[src/rtl/logip_pkg.sv]
// Shared definitions for the logic-analyzer trigger stages: config word layout,
// decoded config struct and the stage FSM encoding.
package logip_pkg;

    localparam int CFG_DELAY_LSB  = 0;
    localparam int CFG_LEVEL_LSB  = 16;
    localparam int CFG_CHAN_LSB   = 20;
    localparam int CFG_SERIAL_BIT = 26;
    localparam int CFG_START_BIT  = 27;
    localparam int CFG_EDGE_BIT   = 28;

    typedef struct packed {
        logic        edge_en;
        logic        start;
        logic        serial;
        logic [4:0]  channel;
        logic [1:0]  level;
        logic [15:0] delay;
    } trg_cfg_t;

    typedef enum logic [2:0] {
        IDLE  = 3'd0,
        ARMED = 3'd1,
        DELAY = 3'd2,
        FIRE  = 3'd3,
        DONE  = 3'd4
    } trg_state_e;

    function automatic trg_cfg_t decode_cfg(input logic [31:0] cmd);
        trg_cfg_t c;
        c.delay   = cmd[CFG_DELAY_LSB +: 16];
        c.level   = cmd[CFG_LEVEL_LSB +: 2];
        c.channel = cmd[CFG_CHAN_LSB +: 5];
        c.serial  = cmd[CFG_SERIAL_BIT];
        c.start   = cmd[CFG_START_BIT];
        c.edge_en = cmd[CFG_EDGE_BIT];
        return c;
    endfunction

endpackage

[src/rtl/trg_cmp.sv]
// Mask/value comparator with optional rising-edge qualification of the match
// condition. Purely combinational; the previous condition is held by the caller.
module trg_cmp #(
    parameter int WIDTH = 32
) (
    input  logic [WIDTH-1:0] src_i,
    input  logic [WIDTH-1:0] value_i,
    input  logic [WIDTH-1:0] mask_i,
    input  logic             edge_i,
    input  logic             stb_i,
    input  logic             prev_i,
    output logic             cond_o,
    output logic             hit_o
);

    // Masked-off bits never disqualify, so an all-zero mask always matches.
    assign cond_o = (((src_i ^ value_i) & mask_i) == '0);
    assign hit_o  = stb_i & cond_o & ~(edge_i & prev_i);

endmodule

[src/rtl/trg_stage_param.sv]
// One trigger stage: config registers, serial channel shifter, delay counter and
// the IDLE/ARMED/DELAY/FIRE/DONE sequencer producing registered match/run pulses.
module trg_stage_param
    import logip_pkg::*;
#(
    parameter int WIDTH   = 32,
    parameter int DELAY_W = 16,
    parameter int LVL_W   = 2
) (
    input  logic               clk_i,
    input  logic               rst_in,
    input  logic [WIDTH-1:0]   input_i,
    input  logic               stb_i,
    input  logic [31:0]        cmd_i,
    input  logic               wr_mask_i,
    input  logic               wr_value_i,
    input  logic               wr_config_i,
    input  logic               arm_i,
    input  logic [LVL_W-1:0]   lvl_i,
    output logic               match_o,
    output logic               run_o,
    output trg_state_e         dbg_state_o,
    output logic [DELAY_W-1:0] dbg_cnt_o
);

    // Sample interface: stb_i qualifies input_i for exactly that cycle; there is
    // no back-pressure, every strobed sample is consumed in the cycle it appears.

    logic [WIDTH-1:0]   mask_q;
    logic [WIDTH-1:0]   value_q;
    trg_cfg_t           cfg_q;
    logic [WIDTH-1:0]   shreg_q;
    logic [WIDTH-1:0]   shreg_nxt;
    logic [WIDTH-1:0]   src;
    logic               prev_q;
    logic [DELAY_W-1:0] cnt_q;
    trg_state_e         state_q;
    logic               ch_bit;
    logic               cond;
    logic               hit;
    logic [DELAY_W-1:0] delay_val;
    logic [LVL_W-1:0]   level_val;

    assign delay_val = cfg_q.delay[DELAY_W-1:0];
    assign level_val = LVL_W'(cfg_q.level);

    // Out-of-range channel numbers fall back to bit 0.
    always_comb begin
        ch_bit = input_i[0];
        for (int i = 1; i < WIDTH; i++) begin
            if (cfg_q.channel == 5'(i)) ch_bit = input_i[i];
        end
    end

    generate
        if (WIDTH == 1) begin : g_shreg_1
            assign shreg_nxt = ch_bit;
        end else begin : g_shreg_n
            assign shreg_nxt = {shreg_q[WIDTH-2:0], ch_bit};
        end
    endgenerate

    // Serial mode compares the history including the bit arriving this strobe.
    assign src = cfg_q.serial ? shreg_nxt : input_i;

    trg_cmp #(.WIDTH(WIDTH)) u_cmp (
        .src_i   (src),
        .value_i (value_q),
        .mask_i  (mask_q),
        .edge_i  (cfg_q.edge_en),
        .stb_i   (stb_i),
        .prev_i  (prev_q),
        .cond_o  (cond),
        .hit_o   (hit)
    );

    always_ff @(posedge clk_i or negedge rst_in) begin
        if (!rst_in) begin
            mask_q  <= '0;
            value_q <= '0;
            cfg_q   <= '0;
        end else begin
            if (wr_mask_i)   mask_q  <= cmd_i[WIDTH-1:0];
            if (wr_value_i)  value_q <= cmd_i[WIDTH-1:0];
            if (wr_config_i) cfg_q   <= decode_cfg(cmd_i);
        end
    end

    always_ff @(posedge clk_i or negedge rst_in) begin
        if (!rst_in) begin
            state_q <= IDLE;
            cnt_q   <= '0;
            prev_q  <= 1'b0;
            shreg_q <= '0;
            match_o <= 1'b0;
            run_o   <= 1'b0;
        end else if (!arm_i) begin
            state_q <= IDLE;
            cnt_q   <= '0;
            prev_q  <= 1'b0;
            shreg_q <= '0;
            match_o <= 1'b0;
            run_o   <= 1'b0;
        end else begin
            match_o <= 1'b0;
            run_o   <= 1'b0;
            if (stb_i) begin
                shreg_q <= shreg_nxt;
                prev_q  <= cond;
            end
            case (state_q)
                IDLE: begin
                    if (lvl_i >= level_val) state_q <= ARMED;
                end
                ARMED: begin
                    if (hit) begin
                        if (delay_val == '0) begin
                            state_q <= FIRE;
                            match_o <= 1'b1;
                            run_o   <= cfg_q.start;
                        end else begin
                            cnt_q   <= delay_val;
                            state_q <= DELAY;
                        end
                    end
                end
                DELAY: begin
                    if (stb_i) begin
                        cnt_q <= cnt_q - 1'b1;
                        if (cnt_q == DELAY_W'(1)) begin
                            state_q <= FIRE;
                            match_o <= 1'b1;
                            run_o   <= cfg_q.start;
                        end
                    end
                end
                FIRE:    state_q <= DONE;
                DONE:    state_q <= DONE;
                default: state_q <= IDLE;
            endcase
        end
    end

    assign dbg_state_o = state_q;
    assign dbg_cnt_o   = cnt_q;

endmodule

[config.mk]
export PLATFORM = sky130hd
export DESIGN_NAME = trg_stage_param
export DESIGN_NICKNAME = d
export VERILOG_FILES = /design/src/rtl/logip_pkg.sv /design/src/rtl/trg_cmp.sv /design/src/rtl/trg_stage_param.sv
export SDC_FILE = /design/constraint.sdc
export NUM_CORES = 1
export LEC_CHECK = 0
export ABC_AREA = 1
export CORE_ASPECT_RATIO = 2
export CORE_MARGIN = 4
export CORE_UTILIZATION = 40
export DETAILED_ROUTE_END_ITERATION = 12
export SLEW_MARGIN = 20
export SYNTH_ARGS = -nofsm -noshare
export SYNTH_HDL_FRONTEND = slang
export SYNTH_SLANG_ARGS = --single-unit
[constraint.sdc]
create_clock -name clk_i -period 3.25 [get_ports clk_i]
set_clock_uncertainty 0.15 [all_clocks]
set_input_delay 0.325 -clock clk_i [delete_from_list [all_inputs] [get_ports clk_i]]
set_output_delay 0.325 -clock clk_i [all_outputs]
set_load 0.01 [all_outputs]
==> PnR_summary.wiki <==
{| class="wikitable"
! Metric !! Value
|-
| Source-to-sink clock delay at the later pin of the worst-skew pair || 430 ps
|-
| Die boundary height || 203 um
|-
| Most common cell after layout, fill and taps aside || sky130_fd_sc_hd__nand2_1
|-
| Clock buffer depth || 2
|-
| DRC violation total after the first TritonRoute iteration || a little under 300
|-
| Utilization after layout || a little over half
|-
| Commonest cells after routing, fill and taps aside || sky130_fd_sc_hd__nand2_1 (199), sky130_fd_sc_hd__dfrtp_1 (139), sky130_fd_sc_hd__inv_1 (137)
|-
| GRT Resource Usage Total || 22.8%
|-
| Final hold violations || 0
|-
| Mapped cell area || 0.00760 sq mm
|-
| Vias in the first global route || ~7000
|-
| Top fanout value on the critical path || 8
|-
| Worst-case setup margin in the final layout || -346 ps
|-
| Diode count || 0
|-
| Final Setup Violations || 21
|-
| Number of flops mapped to enable cells by yosys || 0
|-
| Slew Limit Headroom || roughly 38%
|-
| Number of buffers created by CTS || 17
|-
| Fraction of the cycle the final worst path needs || 111%
|-
| # clock sinks || 143
|-
| Syn_nets || slightly above 1000
|-
| Pre-Repair DR Iteration Count || 5
|-
| Count of buffers from port buffering || 93
|-
| Detail Placement HPWL || 18.4 mm
|-
| Cell chosen for the clock root || sky130_fd_sc_hd__clkbuf_16
|-
| Final slew viol count || 0
|-
| Post-DR wirelength/cell || 17.8 um
|-
| Max VDD drop || 0.343 mV
|-
| Syn Area/Cell || ~8.0 sq um
|-
| I/O pin total || 94
|-
| Global-route wire length before repair || ~38 mm
|-
| Pin count of the biggest net entering global routing || 85
|-
| Arrival time reported for the critical path endpoint || approximately 3800 ps
|-
| Initial Util || between 40% and 50%
|-
| Prevailing post-synth register cell || sky130_fd_sc_hd__dfrtp_1
|-
| Min Clock Period, post-route || approximately 3600 ps
|-
| Biggest cell delay along the critical path || 440 ps
|-
| Count of max-cap constraint violations || 0
|-
| Measured slew at the worst slew-check pin || around 930 ps
|-
| Post-Synthesis Cells || between 900 and 1000
|-
| Grt ovf || 0
|-
| Area of the placeable core || 0.0187 sq mm
|-
| Aggregate negative setup slack || -6590 ps
|-
| TritonCTS clock tree || built
|-
| Layout cell share with drive strength beyond 1 || ~16%
|-
| Yosys cell types || 45
|-
| Final GP Congestion || 0.997
|-
| Hold Crit Class || in -> async
|-
| Library cell contributing the largest single delay on the critical path || sky130_fd_sc_hd__dfrtp_2
|-
| Sort of element at the end of the critical path || register
|-
| Number of storage elements in the synthesis netlist || 143
|-
| Width of the die || 105 um
|-
| Result of the run || complete, but fails checks
|-
| Violated checks || setup timing
|-
| Setup repair after global routing missed its margin || true
|-
| Area added between synthesis and finish || 30.6%
|-
| R2R depth || 44
|-
| Initial antenna violation count || 0
|-
| FFs w/ async S/R, synth || between 90% and 100%
|-
| Critical Path Most Common Cell || sky130_fd_sc_hd__nand2_1
|-
| Final antenna-violating net count || 0
|-
| Die ar. || roughly 0.021 sq mm
|-
| WP data required || between 3000 and 4000 ps
|-
| Register clock-pin slew on the reported worst setup and hold paths || ~70 ps
|-
| Total number of vias || slightly below 7000
|-
| # DRC || 0
|-
| Post-Route WL || around 24 mm
|-
| Vias per Instance || between 5 and 6
|-
| Kind of critical path || reg -> reg
|-
| H-tree lvl count || 4
|-
| Number of warnings reported in the yosys synthesis log || 0
|-
| Row cnt || between 70 and 80
|-
| Startpoint class of the critical path || register
|-
| Timing-limited maximum frequency || ~280 MHz
|-
| Fin nets || between 1000 and 1500
|-
| Cell Pwr Density || ~640 mW/mm^2
|-
| Sequential area share after synthesis || 47.1%
|-
| Leakage power || roughly 0.0046 uW
|}
[state kept, by name (all words and copies together) (netlist names), 2 cells and up]
name,flops
level_val,2
dbg_cnt_o,16
dbg_state_o,3
cfg_q,8
delay_val,16
value_q,32
shreg_q,31
mask_q,32
[stage by stage]
stage,std cells,power (uW),worst slack (ps),cell area (sq um),hold WS (ps)
3_3_place_gp,1313,4080,-555,9160,59.9
2_1_floorplan,944,3250,2.15,7620,-121
5_1_grt,1352,6670,-858,9920,211
3_5_place_dp,1313,4100,-580,9160,61.6
4_1_cts,1349,6340,-350,9880,177
6_report,1352,6320,-346,9920,178
[where the power goes]
part | switching (uW) | internal [uW] | leakage, uW
Combinational | 1130 | 815 | 0.00252
Clock | 787 | 1390 | 0.000316
Sequential | 199 | 1990 | 0.00179
Total | 2120 | 4200 | 0.00463
[cell usage after synthesis (2+ instances only)]
| cell | count | share of area [%] |
|---|---|---|
| sky130_fd_sc_hd__a2111o_1 | 3 | 0.44 |
| sky130_fd_sc_hd__a211oi_1 | 2 | 0.20 |
| sky130_fd_sc_hd__a21o_1 | 2 | 0.20 |
| sky130_fd_sc_hd__a21oi_1 | 36 | 2.4 |
| sky130_fd_sc_hd__a31oi_1 | 5 | 0.41 |
| sky130_fd_sc_hd__buf_2 | 6 | 0.40 |
| sky130_fd_sc_hd__clkbuf_1 | 33 | 1.6 |
| sky130_fd_sc_hd__dfrtp_1 | 143 | 47 |
| sky130_fd_sc_hd__ha_1 | 4 | 0.66 |
| sky130_fd_sc_hd__inv_1 | 137 | 6.8 |
| sky130_fd_sc_hd__inv_2 | 12 | 0.59 |
| sky130_fd_sc_hd__mux2_2 | 37 | 5.5 |
| sky130_fd_sc_hd__nand2_1 | 200 | 9.9 |
| sky130_fd_sc_hd__nand2_2 | 2 | 0.16 |
| sky130_fd_sc_hd__nand3_1 | 25 | 1.6 |
| sky130_fd_sc_hd__nand3_2 | 3 | 0.40 |
| sky130_fd_sc_hd__nand4_1 | 24 | 2.0 |
| sky130_fd_sc_hd__nor2_1 | 48 | 2.4 |
| sky130_fd_sc_hd__nor2_2 | 3 | 0.25 |
| sky130_fd_sc_hd__nor2_4 | 2 | 0.30 |
| sky130_fd_sc_hd__nor3_1 | 6 | 0.40 |
| sky130_fd_sc_hd__nor4_1 | 10 | 0.82 |
| sky130_fd_sc_hd__o2111ai_1 | 2 | 0.23 |
| sky130_fd_sc_hd__o211ai_1 | 3 | 0.30 |
| sky130_fd_sc_hd__o21ai_0 | 131 | 8.6 |
| sky130_fd_sc_hd__o21ai_1 | 2 | 0.13 |
| sky130_fd_sc_hd__o22ai_1 | 31 | 2.6 |
| sky130_fd_sc_hd__o31ai_1 | 4 | 0.40 |
| sky130_fd_sc_hd__o41ai_1 | 3 | 0.35 |
| sky130_fd_sc_hd__or2_2 | 3 | 0.25 |
| sky130_fd_sc_hd__or3_1 | 2 | 0.16 |
| sky130_fd_sc_hd__or4_1 | 2 | 0.20 |
| sky130_fd_sc_hd__xor2_1 | 6 | 0.69 |
[timing repair]
action	CTS	global route
resized for setup	7	6
hold buffers	1	0
buffers inserted	2	3
setup endpoints to repair	21	22
pin swaps	2	1
endpoints found under the hold margin	25	0
gates cloned	1	0
[path summary, 6_finish.rpt]
kind / from / slack (ps) / to
max in group asynchronous: rst_in / 1980 / cfg_q[18]$_DFFE_PN0P_
worst min-delay path: rst_in / 180 / value_q[18]$_DFFE_PN0P_
worst min register to register: mask_q[21]$_DFFE_PN0P_ / 350 / mask_q[21]$_DFFE_PN0P_
min in group clk_i: wr_value_i / 330 / value_q[21]$_DFFE_PN0P_
worst max-delay path: cfg_q[21]$_DFFE_PN0P_ / -350 / dbg_cnt_o[8]$_DFFE_PN0P_
worst max register to register: cfg_q[21]$_DFFE_PN0P_ / -350 / dbg_cnt_o[8]$_DFFE_PN0P_
[layout make-up]
type                    count  area [sq um]
repair buffers            163          1490
fillers                  1771          8820
clock inverters            12           206
well taps                 255           319
multi-input cells         609          3320
inverters                 150           566
clock buffers              20           447
flip-flops and latches    143          3580
[logic make-up (layout without fill, tap and decap cells)]
| logic type | after synthesis | after routing | synth area share (%) |
|---|---|---|---|
| AND/OR/NAND/NOR | 333 | 334 | 19.3 |
| XOR/XNOR | 7 | 7 | 0.807 |
| adder cells (fa/ha/maj) | 4 | 4 | 0.659 |
| multiplexers | 37 | 37 | 5.49 |
| flip-flops | 143 | 143 | 47.1 |
| AO/OA/AOI/OAI | 227 | 227 | 16.6 |
| buffers and inverters | 193 | 345 | 10.1 |
[layer usage]
metal	GRT usage (%)	wire length (um)
met1	23.0	8650
met4	12.0	1130
met3	2.90	814
met2	44.3	13400
met5	0	0
[worst max-delay path, delay by kind of cell (launching register included)]
kind                   cells  cell delay [ps]
AND/OR/NAND/NOR           43             2840
buffers and inverters      1               30
flip-flops                 1              440
No activity file was read; power rests on OpenSTA's default activity.
